[src/rtl/cpu_pkg.sv]
// Shared CPU pipeline types and constants.
// Used by the write-back stage and its round-robin arbiter.
package cpu_pkg;
    localparam int unsigned XLEN             = 32;
    localparam int unsigned REG_AW           = 5;
    localparam int unsigned FLUSH_CYCLES_DEF = 2;

    typedef enum logic {
        RUN   = 1'b0,
        FLUSH = 1'b1
    } wb_state_t;
endpackage

[src/rtl/wb_arbiter.sv]
// 2:1 round-robin arbiter between the ALU and LSU result sources.
// The last-grant bit resets to ALU, so the LSU wins the first tie.
module wb_arbiter
    import cpu_pkg::*;
(
    input  logic clk,
    input  logic rst,
    input  logic i_en,
    input  logic i_req_alu,
    input  logic i_req_lsu,
    output logic o_gnt_alu,
    output logic o_gnt_lsu
);
    logic r_last_lsu;

    assign o_gnt_lsu = i_en & i_req_lsu & (~i_req_alu | ~r_last_lsu);
    assign o_gnt_alu = i_en & i_req_alu & (~i_req_lsu | r_last_lsu);

    always_ff @(posedge clk or posedge rst) begin
        if (rst) begin
            r_last_lsu <= 1'b0;
        end else if (o_gnt_alu | o_gnt_lsu) begin
            r_last_lsu <= o_gnt_lsu;
        end
    end
endmodule

[src/rtl/wb_stage.sv]
// Write-back stage: merges ALU and LSU results, writes the RF, redirects.
// Define WB_RETIRE_CNT_EN to build the 64-bit minstret counter.
module wb_stage
    import cpu_pkg::*;
#(
    parameter int unsigned xlen         = XLEN,
    parameter int unsigned FLUSH_CYCLES = FLUSH_CYCLES_DEF
) (
    input  logic              clk,
    input  logic              rst,
    input  logic              alu_valid,
    output logic              alu_ready,
    input  logic              alu_result_valid,
    input  logic [xlen-1:0]   alu_result,
    input  logic [REG_AW-1:0] alu_rd,
    input  logic [xlen-1:0]   alu_target,
    input  logic              alu_target_valid,
    input  logic              lsu_valid,
    output logic              lsu_ready,
    input  logic [xlen-1:0]   lsu_data,
    input  logic [REG_AW-1:0] lsu_rd,
    output logic              rf_we,
    output logic [REG_AW-1:0] rf_waddr,
    output logic [xlen-1:0]   rf_wdata,
    output logic              release_valid,
    output logic [REG_AW-1:0] release_rd,
    output logic              redirect_valid,
    output logic [xlen-1:0]   redirect_pc,
    output logic              flush,
    output logic              illegal,
    output logic [63:0]       minstret
);
    localparam int unsigned CW = $clog2(FLUSH_CYCLES + 1);

    wb_state_t         r_state;
    logic [CW-1:0]     r_cnt;
    logic              r_rf_we;
    logic [REG_AW-1:0] r_waddr;
    logic [xlen-1:0]   r_wdata;
    logic              r_rel_v;
    logic [REG_AW-1:0] r_rel_rd;
    logic              r_redir_v;
    logic [xlen-1:0]   r_pc;
    logic              r_flush;
    logic              r_illegal;

    logic              w_gnt_alu;
    logic              w_gnt_lsu;
    logic              w_legal;
    logic              w_redir;
    logic              w_ill;
    logic [REG_AW-1:0] w_rd;
    logic [xlen-1:0]   w_data;

    wb_arbiter u_arb (
        .clk       (clk),
        .rst       (rst),
        .i_en      (r_state == RUN),
        .i_req_alu (alu_valid),
        .i_req_lsu (lsu_valid),
        .o_gnt_alu (w_gnt_alu),
        .o_gnt_lsu (w_gnt_lsu)
    );

    assign w_legal = w_gnt_lsu | (w_gnt_alu & alu_result_valid);
    assign w_redir = w_gnt_alu & alu_target_valid;
    assign w_ill   = w_gnt_alu & ~alu_result_valid & ~alu_target_valid;
    assign w_rd    = w_gnt_lsu ? lsu_rd : alu_rd;
    assign w_data  = w_gnt_lsu ? lsu_data : alu_result;

    always_ff @(posedge clk or posedge rst) begin
        if (rst) begin
            r_state   <= RUN;
            r_cnt     <= '0;
            r_rf_we   <= 1'b0;
            r_waddr   <= '0;
            r_wdata   <= '0;
            r_rel_v   <= 1'b0;
            r_rel_rd  <= '0;
            r_redir_v <= 1'b0;
            r_pc      <= '0;
            r_flush   <= 1'b0;
            r_illegal <= 1'b0;
        end else begin
            r_rf_we   <= 1'b0;
            r_rel_v   <= 1'b0;
            r_redir_v <= 1'b0;
            r_illegal <= 1'b0;
            unique case (r_state)
                RUN: begin
                    if (w_legal) begin
                        r_rel_v  <= 1'b1;
                        r_rel_rd <= w_rd;
                        if (w_rd != '0) begin
                            r_rf_we <= 1'b1;
                            r_waddr <= w_rd;
                            r_wdata <= w_data;
                        end
                    end
                    if (w_redir) begin
                        r_redir_v <= 1'b1;
                        r_pc      <= alu_target;
                    end
                    if (w_redir | w_ill) begin
                        r_illegal <= w_ill;
                        r_flush   <= 1'b1;
                        r_cnt     <= CW'(1);
                        r_state   <= FLUSH;
                    end
                end
                FLUSH: begin
                    // The first flush cycle was counted when entering FLUSH.
                    if (r_cnt == CW'(FLUSH_CYCLES)) begin
                        r_state <= RUN;
                        r_flush <= 1'b0;
                        r_cnt   <= '0;
                    end else begin
                        r_cnt <= r_cnt + CW'(1);
                    end
                end
            endcase
        end
    end

`ifdef WB_RETIRE_CNT_EN
    logic [63:0] r_minstret;

    always_ff @(posedge clk or posedge rst) begin
        if (rst) begin
            r_minstret <= '0;
        end else if (w_legal) begin
            r_minstret <= r_minstret + 64'd1;
        end
    end

    assign minstret = r_minstret;
`else
    assign minstret = '0;
`endif

    assign alu_ready      = w_gnt_alu;
    assign lsu_ready      = w_gnt_lsu;
    assign rf_we          = r_rf_we;
    assign rf_waddr       = r_waddr;
    assign rf_wdata       = r_wdata;
    assign release_valid  = r_rel_v;
    assign release_rd     = r_rel_rd;
    assign redirect_valid = r_redir_v;
    assign redirect_pc    = r_pc;
    assign flush          = r_flush;
    assign illegal        = r_illegal;
endmodule
[config.mk]
export PLATFORM = sky130hd
export DESIGN_NAME = wb_stage
export DESIGN_NICKNAME = d
export VERILOG_FILES = /design/src/rtl/cpu_pkg.sv /design/src/rtl/wb_arbiter.sv /design/src/rtl/wb_stage.sv
export SDC_FILE = /design/constraint.sdc
export NUM_CORES = 1
export LEC_CHECK = 0
export ABC_AREA = 0
export BUFFER_PORTS_ARGS = -buffer_cell sky130_fd_sc_hd__buf_4
export CAP_MARGIN = 20
export CORE_MARGIN = 4
export CORE_UTILIZATION = 39
export DETAILED_ROUTE_END_ITERATION = 16
export HOLD_SLACK_MARGIN = 0.06
export PLACE_DENSITY = 0.77
export SLEW_MARGIN = 20
export SYNTH_ARGS = -nofsm -noshare
export SYNTH_HDL_FRONTEND = slang
export SYNTH_SLANG_ARGS = --single-unit
[constraint.sdc]
create_clock -name clk -period 2.09 [get_ports clk]
set_clock_uncertainty 0.15 [all_clocks]
set_input_delay 0 -clock clk [delete_from_list [all_inputs] [get_ports clk]]
set_output_delay 0 -clock clk [all_outputs]
set_load 0.05 [all_outputs]
======== After elaboration in Yosys (flattened, before gate mapping) ========
Index checks and enable logic that the tools add are counted.
word-level totals
  bits in registers ....................... 83
  input port bits ......................... 112
  output and inout bits ................... 145
  word-level logic and storage cells ...... 60
operators by class
  $add $sub $neg .......................... 1
  eq/ne operators ......................... 3
  multiplexer cells ....................... 20
  bitwise gates (word level) .............. 19
  reduce and logical (&&, ||, !) cells .... 5
operators with widths
  cell                                                             count
  32-bit 2-to-1 mux                                                1
  1-bit 2-to-1 mux                                                 13
  1-bit bitwise AND                                                8
  1-bit NOT                                                        6
  2-bit AND reduction                                              3
  5-bit 2-to-1 mux                                                 1
  1-bit OR                                                         5
  5-bit nonzero test                                               1
  2-bit 2-to-1 mux                                                 2
  1-bit one-hot mux with 2 select lines                            2
  2-bit one-hot mux with 2 select lines                            1
  3-bit AND reduction                                              1
  2-bit by 1-bit adder with 2-bit output, second input constant    1
  2-bit == test, second input constant                             1
  2-bit by 1-bit != test with 1-bit output, second input constant  1
  2-bit != test, second input constant                             1

======== Longest topological paths before layout ========
  depth in word-level cells ............... 8
  mapped depth ............................ 7
  depth with buffers taken out ............ 5

======== Cells and area by module ========
Synthesis repeated with hierarchy kept, for this count alone.
second synthesis, totals
  cell total of the unflattened synthesis .. 355
  area total of the unflattened synthesis .. 4136.5 µm²
modules (own cells, without submodules)
  module      times used  cells an instance  area each (µm²)  sequential area each (µm²)
  wb_stage    1           346                4071.4           2052.0
  wb_arbiter  1           9                  65.1             25.0

======== Least setup slack after synthesis ========
OpenSTA, ideal clock, no wires.
  path type ............................... flip-flop to flip-flop
  start point ............................. register r_state
  end point ............................... register r_pc[10], in the netlist redirect_pc[10]
  library setup time ...................... 125 ps
  data arrival time ....................... 2176 ps
  required time ........................... 1815 ps
  setup slack ............................. -361 ps
  stages on the path, launching flop included .. 6
  buffers on the path ..................... 1
  clock period less this slack ............ 2451 ps
  path through ............................ dfrtp_1 nand2b_1 nor2_1 nand2_1 buf_1 mux2_2
on the way
  cells in the longest elaborated chain, start to end .. 5
RTL lines
  what                                  line              RTL
  start, declared                       wb_stage.sv:35    wb_state_t r_state;
  start signal, assigned                wb_stage.sv:73    r_state <= RUN;
  start signal, assigned                wb_stage.sv:108   r_state <= FLUSH;
  start signal, assigned                wb_stage.sv:114   r_state <= RUN;
  1-bit NOT                             --
  1-bit bitwise AND (2 in series)       wb_arbiter.sv:17  assign o_gnt_alu = i_en & i_req_alu & (~i_req_lsu | r_last_lsu);
  net alu_ready                         wb_stage.sv:12    output logic alu_ready,
  1-bit bitwise AND                     wb_stage.sv:66    assign w_redir = w_gnt_alu & alu_target_valid;
  2-bit AND reduction (no source line)  --
  end signal, assigned                  wb_stage.sv:102   r_pc <= alu_target;
  end, declared                         wb_stage.sv:43    logic [xlen-1:0] r_pc;
The timed path passes the listed nets, and every way through them passes these cells.
A chain may end at the register's enable or synchronous reset.

======== Worst setup path after layout ========
  start point ............................. input alu_rd[4]
  end point ............................... register r_wdata[31], in the netlist rf_wdata[31]
on the way
  cells in the longest elaborated chain, start to end .. 3
RTL lines
  what                                  line            RTL
  start, declared                       wb_stage.sv:15  input logic [REG_AW-1:0] alu_rd,
  5-bit 2-to-1 mux                      wb_stage.sv:68  assign w_rd = w_gnt_lsu ? lsu_rd : alu_rd;
  5-bit nonzero test                    wb_stage.sv:94  if (w_rd != '0) begin
  3-bit AND reduction (no source line)  --
  end signal, assigned                  wb_stage.sv:97  r_wdata <= w_data;
  end, declared                         wb_stage.sv:39  logic [xlen-1:0] r_wdata;
Every way passes these cells.

==> impl_metrics.yaml <==
yosys:
  synth.most_common_cell: "dfrtp_1"
  synth_sequential_area_ratio_pct: 49.8
  synth.area.top_cells: "dfrtp_1 (50%), mux2_2 (19%), buf_4 (12%)"
  synth-main-ff-cell: "dfrtp_1"
  ys_types: 32
  ys_top_cells_by_count: "dfrtp_1 (83), mux2_2 (71), buf_4 (64)"
  synth_edf_count: 0
  synthArstFlopShare_pct: 100
  synth_area_leader_cell: "dfrtp_1"
  synth-seq-cells: 83
  yosysWarnings: 0
  netlist_area_um2: 4170
  yosysTopAreaCellShare_pct: 49.8
  postSynthAreaPerCell_um2: 13.3
  syn_inst: 314
clocking:
  cts_tree: "done"
  cts-root-buf: "clkbuf_8"
  h-tree-depth: 3
  clk_transition_reported_paths_ps: 90
  clockBufferDepth: 2
  clk_latency_ps: 330
  cts_buffers: 9
  cts.sinks: 83
timing:
  hold_violations: 0
  drv_slew: 0
  setup_slack_ps: -0.381
  setup_viol: 1
  post-route-min-period_ps: 2090
  holdWs_ps: 278
  min_period_over_period_pct: 100
  fmax_mhz: 478
detailed_routing:
  drc: 0
  dr_wl_met2_mm: 7.01
  top_layer: "met4"
  viasPerCell: 4.49
  final_antenna_net_count: 0
  m1WireLength_mm: 4.24
  dr.pass1.iters: 4
  drt-total-wl_mm: 12.7
  drtIter0Drc: 109
  vias: 3468
  wl_per_cell_um: 16.4
  met3_length_um: 973
global_route:
  grt_pass1_wl_mm: 19.8
  grt_max_degree: 37
  antenna_found_initial: 0
  globalRouteTotalUtil_pct: 19.8
  overflow: 0
  grt_pass1_vias: 3872
power_and_ir_drop:
  switchingPower_mw: 5.10
  comb_power_share_pct: 61.8
  power_density_nw_per_um2: 1490
  power.internal_mw: 5.28
  p_sw_share_pct: 49.1
  p_seq_share_pct: 27.6
  p_leak_nw: 3.45
  p_clk_share_pct: 10.6
  total_power_mw: 10.4
  ir_drop_uv: 910
placed_design:
  port-buffer-count: 192
  finalWeightedCongestion: 0.794
  hpwlAfterDp_mm: 7.72
  pre_cts_ws_ps: 55.0
  dpl_cell_area_um2: 5580
die:
  fp-row-count: 37
  placeableCoreArea_um2: 10400
  io_pins: 257
  dieArea_um2: 12400
  die_h_um: 111
  initial_utilization_pct: 40.2
  die_w_um: 111
setup_path:
  crit_path_end_kind: "flip-flop"
  worstSetupPathType: "in2reg"
  crit_start: "alu_rd[4]"
  slowest_stage: "dlygate4sd3_1"
  path_delay_family: "buffers and inverters"
  crit_required_ps: 2160
  path_cells: "dlygate4sd3_1 -> buf_4 -> or4_4 -> or2_0 -> o221a_4 -> clkbuf_16 -> mux2_4"
  worstPathBufferInverterCount: 3
  r2r_start: "r_state$_DFF_PP0_"
  max_stage_delay_ps: 540
  worst-path-max-fanout: 17
  cp.arrival_ps: 2160
  cp-start-kind: "primary input"
run_status:
  status: "finished with violations"
  violations: "setup timing"
layout:
  nFillCells: 710
  nNetsFinal: 744
  drive_above_1_share_pct: 50.3
  multi_input_area_um2: 1750
  fin_area_um2: 6980
  area_growth_pct: 67.4
  ff_latch_area_um2: 2080
job:
  maxCapViolations: 0
worst_hold_path:
  hp-class: "in2reg"
  hp-start: "alu_target[16]"
[cells by family after synthesis]
logic type | Yosys count | synth area share [%]
AO/OA/AOI/OAI | 20 | 3.18
buffers and inverters | 84 | 14.5
flip-flops | 83 | 49.8
multiplexers | 101 | 29.4
other | 1 | 0.0899
AND/OR/NAND/NOR | 25 | 3.03
[per-stage QoR]
step	setup TNS [ps]	utilization [%]	instances
floorplan	0	-	377
global placement	0	53.8	639
detailed placement	0	53.8	639
CTS	0	66.9	771
global route	-88.7	67.3	772
finish	-0.381	67.3	773
[what timing repair did]
item	CTS	global route
hold buffers	117	0
resized for setup	0	3
hold endpoints to repair	165	0
setup buffers	0	0
setup endpoints to repair	0	44
[worst min-delay path: stages]
cell	delay (ps)
dlygate4sd3_1	520
buf_4	90
mux2_2	120
[cell type report]
class / instances / area share (%)
Antenna cell: 1 / 0.0358
Tap cell: 136 / 2.44
Timing Repair Buffer: 319 / 39.5
Clock buffer: 10 / 1.83
Clock inverter: 5 / 0.789
Multi-Input combinational cell: 210 / 25.1
Inverter: 9 / 0.574
Sequential cell: 83 / 29.8
[routing by layer]
metal,GRT usage (%),vias up
met3,5.71,44
li1,-,1581
met4,9.41,0
met2,38.2,191
met5,0,-
met1,19.1,1652
[placed cells by master (no fill, tap or decap), drive strengths merged]
master       instances
a21o                 1
a21oi                1
mux2                96
o22ai                4
mux2i                5
nor4                 2
bufinv               1
diode                1
nor2                 1
o221a                1
or4                  1
conb                64
inv                  8
o211ai               1
nand2               12
dfrtp               83
a21bo                1
dlygate4sd3        117
buf                201
a22o                 1
or2                  1
clkinv               2
o21a                 1
nor2b                3
nand2b               3
o21ai                7
clkbuf              11
o2bb2ai              1
clkinvlp             3
nand3                2
a31oi                1
[path summary, 6_finish.rpt]
path	slack, ps	endpoint	cells after the start
max	-0.4	rf_wdata[31]$_DFFE_PP0P_	7
min	280	redirect_pc[16]$_DFFE_PP0P_	3
max reg2reg	100	release_rd[4]$_DFFE_PP0P_	6
min in group asynchronous	670	redirect_pc[19]$_DFFE_PP0P_	4
max in group asynchronous	610	redirect_valid$_DFF_PP0_	5
min reg2reg	350	release_rd[3]$_DFFE_PP0P_	2
[registers in the layout, summed over array words and instances, names as in the netlist]
register,flops
redirect_pc,32
rf_waddr,5
flush,1
illegal,1
release_valid,1
u_arb.r_last_lsu,1
r_state,1
redirect_valid,1
rf_we,1
release_rd,5
rf_wdata,32
r_cnt,2
[power groups by stage]
stage          Clock (mW)  Combinational (mW)  Sequential (mW)
2_1_floorplan           0                1.84             5.45
3_3_place_gp            0                6.06             2.84
3_5_place_dp            0                6.16             2.88
4_1_cts              1.14                6.37             2.86
5_1_grt              1.21                6.66             2.97
6_report             1.10                6.42             2.86
(Power assumes the default switching activity.)
